<file path="config.mk">
export PLATFORM = sky130hd
export DESIGN_NAME = mem_arbiter_flat
export DESIGN_NICKNAME = d
export VERILOG_FILES = /design/src/rtl/mem_arbiter_if.sv /design/src/rtl/mem_arbiter.sv /design/src/flat_wrapper.sv
export SDC_FILE = /design/constraint.sdc
export NUM_CORES = 1
export LEC_CHECK = 0
export ABC_AREA = 1
export CORE_MARGIN = 4
export CORE_UTILIZATION = 49
export DETAILED_ROUTE_END_ITERATION = 10
export PLACE_DENSITY = 0.88
export SETUP_SLACK_MARGIN = 0.2
export SLEW_MARGIN = 20
export SYNTH_ARGS = -nofsm -noshare
export SYNTH_HDL_FRONTEND = slang
export SYNTH_SLANG_ARGS = --single-unit
export TNS_END_PERCENT = 1
</file>
<file path="constraint.sdc">
create_clock -name clk -period 3.85 [get_ports clk]
set_input_delay 0.77 -clock clk [delete_from_list [all_inputs] [get_ports clk]]
set_output_delay 0.77 -clock clk [all_outputs]
set_load 0.05 [all_outputs]
</file>
<file path="src/rtl/mem_arbiter_if.sv">
// mem_arbiter_if: consumer-side request ports and the shared memory port
// bundled for the round-robin memory arbiter.
interface mem_arbiter_if #(
  parameter int ADDR_BITS     = 8,
  parameter int DATA_BITS     = 8,
  parameter int NUM_CONSUMERS = 4
);
  logic [NUM_CONSUMERS-1:0]           consumer_read_valid;
  logic [NUM_CONSUMERS*ADDR_BITS-1:0] consumer_read_address;
  logic [NUM_CONSUMERS-1:0]           consumer_read_ready;
  logic [NUM_CONSUMERS*DATA_BITS-1:0] consumer_read_data;
  logic [NUM_CONSUMERS-1:0]           consumer_write_valid;
  logic [NUM_CONSUMERS*ADDR_BITS-1:0] consumer_write_address;
  logic [NUM_CONSUMERS*DATA_BITS-1:0] consumer_write_data;
  logic [NUM_CONSUMERS-1:0]           consumer_write_ready;
  logic                               mem_read_valid;
  logic [ADDR_BITS-1:0]               mem_read_address;
  logic                               mem_read_ready;
  logic [DATA_BITS-1:0]               mem_read_data;
  logic                               mem_write_valid;
  logic [ADDR_BITS-1:0]               mem_write_address;
  logic [DATA_BITS-1:0]               mem_write_data;
  logic                               mem_write_ready;
  logic                               busy;

  modport slave (
    input  consumer_read_valid, consumer_read_address,
    input  consumer_write_valid, consumer_write_address,
    input  consumer_write_data,
    input  mem_read_ready, mem_read_data, mem_write_ready,
    output consumer_read_ready, consumer_read_data,
    output consumer_write_ready,
    output mem_read_valid, mem_read_address,
    output mem_write_valid, mem_write_address, mem_write_data,
    output busy
  );

  modport master (
    output consumer_read_valid, consumer_read_address,
    output consumer_write_valid, consumer_write_address,
    output consumer_write_data,
    output mem_read_ready, mem_read_data, mem_write_ready,
    input  consumer_read_ready, consumer_read_data,
    input  consumer_write_ready,
    input  mem_read_valid, mem_read_address,
    input  mem_write_valid, mem_write_address, mem_write_data,
    input  busy
  );
endinterface

</file>
<file path="src/rtl/mem_arbiter.sv">
// mem_arbiter: round-robin arbiter putting N consumer data-memory
// ports onto one memory port, one outstanding transaction at a time.
module mem_arbiter #(
  parameter int ADDR_BITS     = 8,
  parameter int DATA_BITS     = 8,
  parameter int NUM_CONSUMERS = 4,
  parameter bit WRITE_ENABLE  = 1'b1
) (
  input logic          clk,
  input logic          reset,
  mem_arbiter_if.slave bus
);
  localparam int CW = (NUM_CONSUMERS > 1) ? $clog2(NUM_CONSUMERS) : 1;

  typedef enum logic [2:0] {
    IDLE,
    READ_WAIT,
    WRITE_WAIT,
    READ_RELAY,
    WRITE_RELAY
  } state_t;

  state_t                   state;
  logic [CW-1:0]            rr_ptr;
  logic [CW-1:0]            ch;
  logic [CW-1:0]            ch_next;
  logic [CW-1:0]            gnt_idx;
  logic                     gnt_any;
  logic                     gnt_rd;
  logic [NUM_CONSUMERS-1:0] wr_req;

  assign wr_req = WRITE_ENABLE ? bus.consumer_write_valid : '0;
  assign ch_next = (int'(ch) == NUM_CONSUMERS - 1) ? '0 : ch + 1'b1;
  assign bus.busy = (state != IDLE);

  // Scan from the rr pointer with wrap; first requester wins, read first.
  always_comb begin
    int j;
    j       = 0;
    gnt_any = 1'b0;
    gnt_rd  = 1'b0;
    gnt_idx = '0;
    for (int k = 0; k < NUM_CONSUMERS; k++) begin
      j = int'(rr_ptr) + k;
      if (j >= NUM_CONSUMERS) j = j - NUM_CONSUMERS;
      if (!gnt_any && (bus.consumer_read_valid[j] || wr_req[j])) begin
        gnt_any = 1'b1;
        gnt_idx = CW'(j);
        gnt_rd  = bus.consumer_read_valid[j];
      end
    end
  end

  // Grant / memory wait / relay sequencing with registered outputs.
  always_ff @(posedge clk or negedge reset) begin
    if (!reset) begin
      state                    <= IDLE;
      rr_ptr                   <= '0;
      ch                       <= '0;
      bus.mem_read_valid       <= 1'b0;
      bus.mem_read_address     <= '0;
      bus.mem_write_valid      <= 1'b0;
      bus.mem_write_address    <= '0;
      bus.mem_write_data       <= '0;
      bus.consumer_read_ready  <= '0;
      bus.consumer_read_data   <= '0;
      bus.consumer_write_ready <= '0;
    end else begin
      unique case (state)
        IDLE: begin
          if (gnt_any) begin
            ch <= gnt_idx;
            if (gnt_rd) begin
              bus.mem_read_valid   <= 1'b1;
              bus.mem_read_address <=
                bus.consumer_read_address[gnt_idx*ADDR_BITS +: ADDR_BITS];
              state <= READ_WAIT;
            end else begin
              bus.mem_write_valid   <= 1'b1;
              bus.mem_write_address <=
                bus.consumer_write_address[gnt_idx*ADDR_BITS +: ADDR_BITS];
              bus.mem_write_data <=
                bus.consumer_write_data[gnt_idx*DATA_BITS +: DATA_BITS];
              state <= WRITE_WAIT;
            end
          end
        end
        READ_WAIT: begin
          if (bus.mem_read_ready) begin
            bus.mem_read_valid <= 1'b0;
            bus.consumer_read_data[ch*DATA_BITS +: DATA_BITS] <=
              bus.mem_read_data;
            bus.consumer_read_ready[ch] <= 1'b1;
            state <= READ_RELAY;
          end
        end
        WRITE_WAIT: begin
          if (bus.mem_write_ready) begin
            bus.mem_write_valid          <= 1'b0;
            bus.consumer_write_ready[ch] <= 1'b1;
            state <= WRITE_RELAY;
          end
        end
        READ_RELAY: begin
          if (!bus.consumer_read_valid[ch]) begin
            bus.consumer_read_ready[ch] <= 1'b0;
            rr_ptr <= ch_next;
            state  <= IDLE;
          end
        end
        WRITE_RELAY: begin
          if (!bus.consumer_write_valid[ch]) begin
            bus.consumer_write_ready[ch] <= 1'b0;
            rr_ptr <= ch_next;
            state  <= IDLE;
          end
        end
        default: state <= IDLE;
      endcase
    end
  end
endmodule

</file>
<file path="src/flat_wrapper.sv">
// flat-port wrapper written by rule: the top's interface ports become plain ports
module mem_arbiter_flat 
#(
  parameter int ADDR_BITS     = 8,
  parameter int DATA_BITS     = 8,
  parameter int NUM_CONSUMERS = 4,
  parameter bit WRITE_ENABLE  = 1'b1
)
  (clk, reset, bus_consumer_read_valid, bus_consumer_read_address, bus_consumer_write_valid, bus_consumer_write_address, bus_consumer_write_data, bus_mem_read_ready, bus_mem_read_data, bus_mem_write_ready, bus_consumer_read_ready, bus_consumer_read_data, bus_consumer_write_ready, bus_mem_read_valid, bus_mem_read_address, bus_mem_write_valid, bus_mem_write_address, bus_mem_write_data, bus_busy);
  mem_arbiter_if #(.ADDR_BITS(ADDR_BITS), .DATA_BITS(DATA_BITS), .NUM_CONSUMERS(NUM_CONSUMERS)) bus_i ();
  input logic clk;
  input logic reset;
  input wire logic [$bits(bus_i.consumer_read_valid)-1:0] bus_consumer_read_valid;
  input wire logic [$bits(bus_i.consumer_read_address)-1:0] bus_consumer_read_address;
  input wire logic [$bits(bus_i.consumer_write_valid)-1:0] bus_consumer_write_valid;
  input wire logic [$bits(bus_i.consumer_write_address)-1:0] bus_consumer_write_address;
  input wire logic [$bits(bus_i.consumer_write_data)-1:0] bus_consumer_write_data;
  input wire logic [$bits(bus_i.mem_read_ready)-1:0] bus_mem_read_ready;
  input wire logic [$bits(bus_i.mem_read_data)-1:0] bus_mem_read_data;
  input wire logic [$bits(bus_i.mem_write_ready)-1:0] bus_mem_write_ready;
  output wire logic [$bits(bus_i.consumer_read_ready)-1:0] bus_consumer_read_ready;
  output wire logic [$bits(bus_i.consumer_read_data)-1:0] bus_consumer_read_data;
  output wire logic [$bits(bus_i.consumer_write_ready)-1:0] bus_consumer_write_ready;
  output wire logic [$bits(bus_i.mem_read_valid)-1:0] bus_mem_read_valid;
  output wire logic [$bits(bus_i.mem_read_address)-1:0] bus_mem_read_address;
  output wire logic [$bits(bus_i.mem_write_valid)-1:0] bus_mem_write_valid;
  output wire logic [$bits(bus_i.mem_write_address)-1:0] bus_mem_write_address;
  output wire logic [$bits(bus_i.mem_write_data)-1:0] bus_mem_write_data;
  output wire logic [$bits(bus_i.busy)-1:0] bus_busy;
  assign bus_i.consumer_read_valid = bus_consumer_read_valid;
  assign bus_i.consumer_read_address = bus_consumer_read_address;
  assign bus_i.consumer_write_valid = bus_consumer_write_valid;
  assign bus_i.consumer_write_address = bus_consumer_write_address;
  assign bus_i.consumer_write_data = bus_consumer_write_data;
  assign bus_i.mem_read_ready = bus_mem_read_ready;
  assign bus_i.mem_read_data = bus_mem_read_data;
  assign bus_i.mem_write_ready = bus_mem_write_ready;
  assign bus_consumer_read_ready = bus_i.consumer_read_ready;
  assign bus_consumer_read_data = bus_i.consumer_read_data;
  assign bus_consumer_write_ready = bus_i.consumer_write_ready;
  assign bus_mem_read_valid = bus_i.mem_read_valid;
  assign bus_mem_read_address = bus_i.mem_read_address;
  assign bus_mem_write_valid = bus_i.mem_write_valid;
  assign bus_mem_write_address = bus_i.mem_write_address;
  assign bus_mem_write_data = bus_i.mem_write_data;
  assign bus_busy = bus_i.busy;
  mem_arbiter #(.ADDR_BITS(ADDR_BITS), .DATA_BITS(DATA_BITS), .NUM_CONSUMERS(NUM_CONSUMERS), .WRITE_ENABLE(WRITE_ENABLE)) u_core (.clk(clk), .reset(reset), .bus(bus_i));
endmodule
</file>
Word level (Yosys, flattened, before mapping)
Index checks and enable logic that the tools add are counted.

Register bits: 73. Bits in latches: 0. Bits in writable memories: 0. ROM bits: 0. Input bits: 116. Output and inout bits: 67. Logic and storage cells: 153. Memories kept: 0.

Add/subtract/negate cells: 9. Multiply operators: 0. Div/mod/pow operators: 0. Magnitude comparators: 10. Equal/unequal tests: 12. Shift-type cells: 5. Mux-type cells: 72. Bitwise operators: 6. Reductions and logical operators: 28.

Operator list (count): $lt A32 B4 Y1 const B (4); $mux W32 (4); $ge A32 B4 Y1 const B (3); $shiftx A32 B6 Y8 (3); $sub A32 B4 Y32 const B (3); $neg A5 Y34 (1); $shift A8 B34 Y32 const A (1); $shiftx A8 B34 Y32 (1); $mux W1 (33); $bwmux W32 (1); $bmux W1 S2 (10); $mux W2 (8); $mux W4 (4); $pmux W4 S2 (2); $mux W3 (5); $pmux W3 S5 (1); $reduce_and A3 Y1 (5); $ne A2 B2 Y1 const B (5); $reduce_bool A2 Y1 (5); $and A4 B4 Y4 (2); $or A4 B4 Y4 (2); $reduce_and A4 Y1 (2); $add A2 B2 Y3 const B (2); $eq A3 B2 Y1 const B (2); 22 further kinds (33).

Depth between registers and ports, before layout
Depth after elaboration: 19. Gate-level depth with buffers: 19. Gate-level depth less buffers: 16.

Worst setup path before layout
No wires, ideal clock.

Path kind: input port to flip-flop. Start point: input bus_consumer_read_valid[2]. End point: register u_core.bus.mem_read_address[6]. Data arrival time: 2.027 ns. Data required time: 3.732 ns. Setup slack: 1.705 ns. Cell stages on the path: 18. Cell sequence: inv_1 -> nand2_1 -> nand2_1 -> nand2_1 -> nand2_1 -> nand2_2 -> nor2_4 -> nand3_1 -> nand2_1 -> nand2_2 -> nand2_2 -> buf_6 -> buf_6 -> nand2_1 -> nand3_1 -> nand2_1 -> nand2_1 -> nand2_1.

Longest elaborated chain between the ends: 15. Elaborated cells between the ends (all ways): 36. Classes of those cells: shift (1); mux (24); reduce/logical (11).

RTL lines: from (decl) (RTL line flat_wrapper.sv:13) `input wire logic [$bits(bus_i.consumer_read_valid)-1:0] bus_consumer_read_valid;`; $bmux W1 S2 (RTL line mem_arbiter.sv:46, mem_arbiter.sv:49); $mux W1 (not written as such) (2 in series) (RTL line mem_arbiter.sv:46, mem_arbiter.sv:49); $logic_or A1 B1 Y1 (RTL line mem_arbiter.sv:46) `if (!gnt_any && (bus.consumer_read_valid[j] || wr_req[j])) begin`; $mux W1 (RTL line mem_arbiter.sv:46); $logic_not A1 Y1 (RTL line mem_arbiter.sv:46); $logic_and A1 B1 Y1 (RTL line mem_arbiter.sv:46); $mux W1 (RTL line mem_arbiter.sv:46); $logic_not A1 Y1 (RTL line mem_arbiter.sv:46); $logic_and A1 B1 Y1 (RTL line mem_arbiter.sv:46); $mux W1 (RTL line mem_arbiter.sv:46); $logic_not A1 Y1 (RTL line mem_arbiter.sv:46); $logic_and A1 B1 Y1 (RTL line mem_arbiter.sv:46); $mux W2 / $mux W1 (equally long branches) (RTL line mem_arbiter.sv:46); $shiftx A32 B6 Y8 / $reduce_and A3 Y1 (equally long branches); to (signal assigned) (RTL line mem_arbiter.sv:75) `bus.mem_read_address <=`; to (decl) (RTL line mem_arbiter_if.sv:33) `output mem_read_valid, mem_read_address,`.

Several ways; a longest one is shown, not always the timed one. The select of a mux whose other input is x is not followed. A chain may end at the register's enable or synchronous reset.

Worst setup path in the final report
Start point: register u_core.state[2]. End point: output bus_busy.

Longest elaborated chain between the ends: 1.

RTL lines: from (decl) (RTL line mem_arbiter.sv:23) `state_t state;`; from (signal assigned) (RTL line mem_arbiter.sv:57) `state <= IDLE;`; from (signal assigned) (RTL line mem_arbiter.sv:77) `state <= READ_WAIT;`; from (signal assigned) (RTL line mem_arbiter.sv:84) `state <= WRITE_WAIT;`; $reduce_bool A3 Y1 (RTL line mem_arbiter.sv:34) `assign bus.busy = (state != IDLE);`; to (decl) (RTL line flat_wrapper.sv:29) `output wire logic [$bits(bus_i.busy)-1:0] bus_busy;`.

Every way passes these cells.

==> flow_summary.yaml <==
floorplan:
  core_sq_mm: 0.00968
  die_w_um: 107
  initial_core_util: 0.500
  die_h_um: 107
  ios: 183
  rows: 36
  fp.dieArea_sq_mm: 0.0115
grt:
  grt_pass1_vias: 5020
  grt_pass1_wl_mm: 23.5
  gr-total-overflow: 0
  antenna_found_initial: 1
  grtUsageTotal: 0.253
  grt_max_degree: 74
power_and_ir_drop:
  p_per_area_mw_per_mm2: 951
  power.leakage_uw: 0.00372
  ir_drop_v: 0.000427
worst_setup_path:
  reg2reg_slack_ps: 1200
  required_ps: 3080
  critPathSlowestCell: "clkdlybuf4s50_1"
  cpPeakStageDelay_ps: 710
  critPathLaunchType: "flop"
  crit_family: "buffers and inverters"
  r2r_start: "u_core.rr_ptr[0]"
  startpoint: "u_core.state[2]"
  critical_path.cell_chain: "nor2_1 -> inv_1 -> nor2_1 -> inv_1 -> clkdlybuf4s50_1"
  worst-r2r-cell-count: 13
  end_kind: "primary output"
  rr_endpoint: "u_core.bus.mem_read_address[6]"
  critPathKind: "reg2out"
  critPathMaxFanout: 5
  arrival_ps: 2100
  cp_num_buf_inv: 3
final_layout:
  diodes: 0
  area_delta_synth_final_pct: 42.5
  drive_gt1_frac: 0.0480
  layout.nets: 1034
  design_area_sq_mm: 0.00691
  fillCellCount: 807
  fin_util: 0.713
timing:
  finalSetupViolations: 0
  layout_setup_ws_ps: 977
  worstMarginPinSlew_ps: 902
  slew_viol_final: 0
  fin_crit_ps: 2870
  fin_skew_ps: 9.00
  hold_violations: 0
  relSlewSlack: 0.399
  finalCritPeriodShare: 0.746
  fmax_mhz: 348
  finalSetupTns_ps: 0
  rsz0062_at_grt: "no"
cts:
  clock_latency_ps: 340
  post_cts_buffers: 0
  cts_resized: 0
  clkTransAtPathRegs_ps: 80
  htree_levels: 3
  cts_buffers: 9
  cts_sinks: 73
  cts_hold_buf: 0
  cts_root_buf: "clkbuf_8"
  cts_buffer_depth: 2
  cts_tree: "yes"
yosys:
  ys_async_sr_fraction: 1.00
  ys.flop_type: "dfrtp_1"
  synthTopCellsByArea: "dfrtp_1 (38%), nand2_1 (20%), nand3_1 (14%)"
  synth-simple-area-share: 0.399
  synth-compound-area-share: 0.0594
  syn_inst: 747
  synthAdderAreaFrac: 0.0155
  yosysUniqueCellTypes: 31
  synth_top_area_frac: 0.377
  synth_area_sq_mm: 0.00485
  yosysMostFrequentCell: "nand2_1"
  synth.mux.area_fraction: 0
  yosys.area.top_type: "dfrtp_1"
  syn_avg_cell_area_sq_um: 6.49
  synth_edf_count: 0
  synth_seq_area_share: 0.377
  ys_warn_count: 0
  synth_commonest_cells: "nand2_1 (258), nand3_1 (131), inv_1 (130)"
  syn-num-nets: 869
  synth_top_family_by_area: "simple AND/OR/NAND/NOR gates"
  ys_ff_latch: 73
  synth-xor-area-share: 0
route:
  drc_errors: 0
  ant_nets: 0
  wl_per_cell_um: 13.7
  dr.pass1.iters: 5
  vias: 5301
  avgViaCountPerCell: 5.05
  routed_wl_mm: 14.4
  drt_iter0_drc: 274
run:
  drv_cap: 0
placed_design:
  hpwl_mm: 10.8
  io_buffers: 182
  postPlaceCellArea_sq_mm: 0.00668
  routabilityCongestion: 0.947
  dp_slack_ps: 725
hold_path:
  min_from: "u_core.bus.mem_write_data[0]"
  min_to: "u_core.bus.mem_write_data[0]"
  holdPathStages: 2
  hold_path.class: "reg2reg"
outcome:
  status: "complete, no violations"
## layout by cell type, fill, tap and decap left out, types with 3 or more instances in the layout
master           instances
o21ai_0                 39
nand4_1                 10
nor3_1                   6
a21oi_1                  4
nand2_1                258
dfrtp_1                 73
clkdlybuf4s50_1        181
nor2_4                   3
nand3_1                131
inv_2                    5
inv_1                  130
nand2_2                  7
clkbuf_8                10
nor2_1                  21
buf_4                    5
ha_1                     6
o31ai_1                  3
nor2_2                   3
## final cells by class
cell class / count / area (sq um) / share of cell area
clock buffer: 10 / 138 / 0.0199
clock inverter: 6 / 90.1 / 0.0130
inverter: 138 / 520 / 0.0754
multi-input combinational: 503 / 2290 / 0.332
sequential: 73 / 1830 / 0.265
tap: 133 / 166 / 0.0241
timing repair buffer: 187 / 1870 / 0.271
## per-layer routing
metal | part of all wire | track usage | routed length, um
met1 | 0.39 | 0.299 | 5640
met2 | 0.48 | 0.433 | 6980
met3 | 0.098 | 0.0750 | 1420
met4 | 0.025 | 0.0956 | 360
met5 | 0.00090 | 0 | 13
## cells by family (layout without fill, tap and decap cells)
group / after synthesis / after routing
AOI/OAI and AO/OA: 53 / 53
DFF: 73 / 73
buffers and inverters: 171 / 341
adders and majority gates: 6 / 6
and+or+nand+nor: 444 / 444
## power by group
| group | internal, uW | switching (uW) | leakage [uW] |
|---|---|---|---|
| combinational | 1440 | 3120 | 0.00266 |
| clock | 385 | 296 | 0.000113 |
| sequential | 1110 | 225 | 0.000949 |
## through the flow
step,hold slack [ps],instances,total power [uW]
5_1_grt,502,1050,7100
2_1_floorplan,474,747,4650
3_3_place_gp,463,1034,5810
6_report,483,1050,6570
4_1_cts,486,1050,6580
3_5_place_dp,465,1034,5890
## how the worst max path moves through the flow
stage	depth (start not counted)	slack (ps)	end
floorplan	18	1710	u_core.bus.mem_read_address[6]
CTS	5	990	bus_busy
detailed placement	13	730	u_core.bus.mem_read_address[6]
global placement	13	730	u_core.bus.mem_read_address[6]
global route	5	810	bus_busy
finish	5	980	bus_busy
## worst min-delay path: stages (launching register included)
cell and delay [ps]:
dfrtp_1 350, nand2_1 50, nand2_1 50
(Power assumes the default switching activity.)
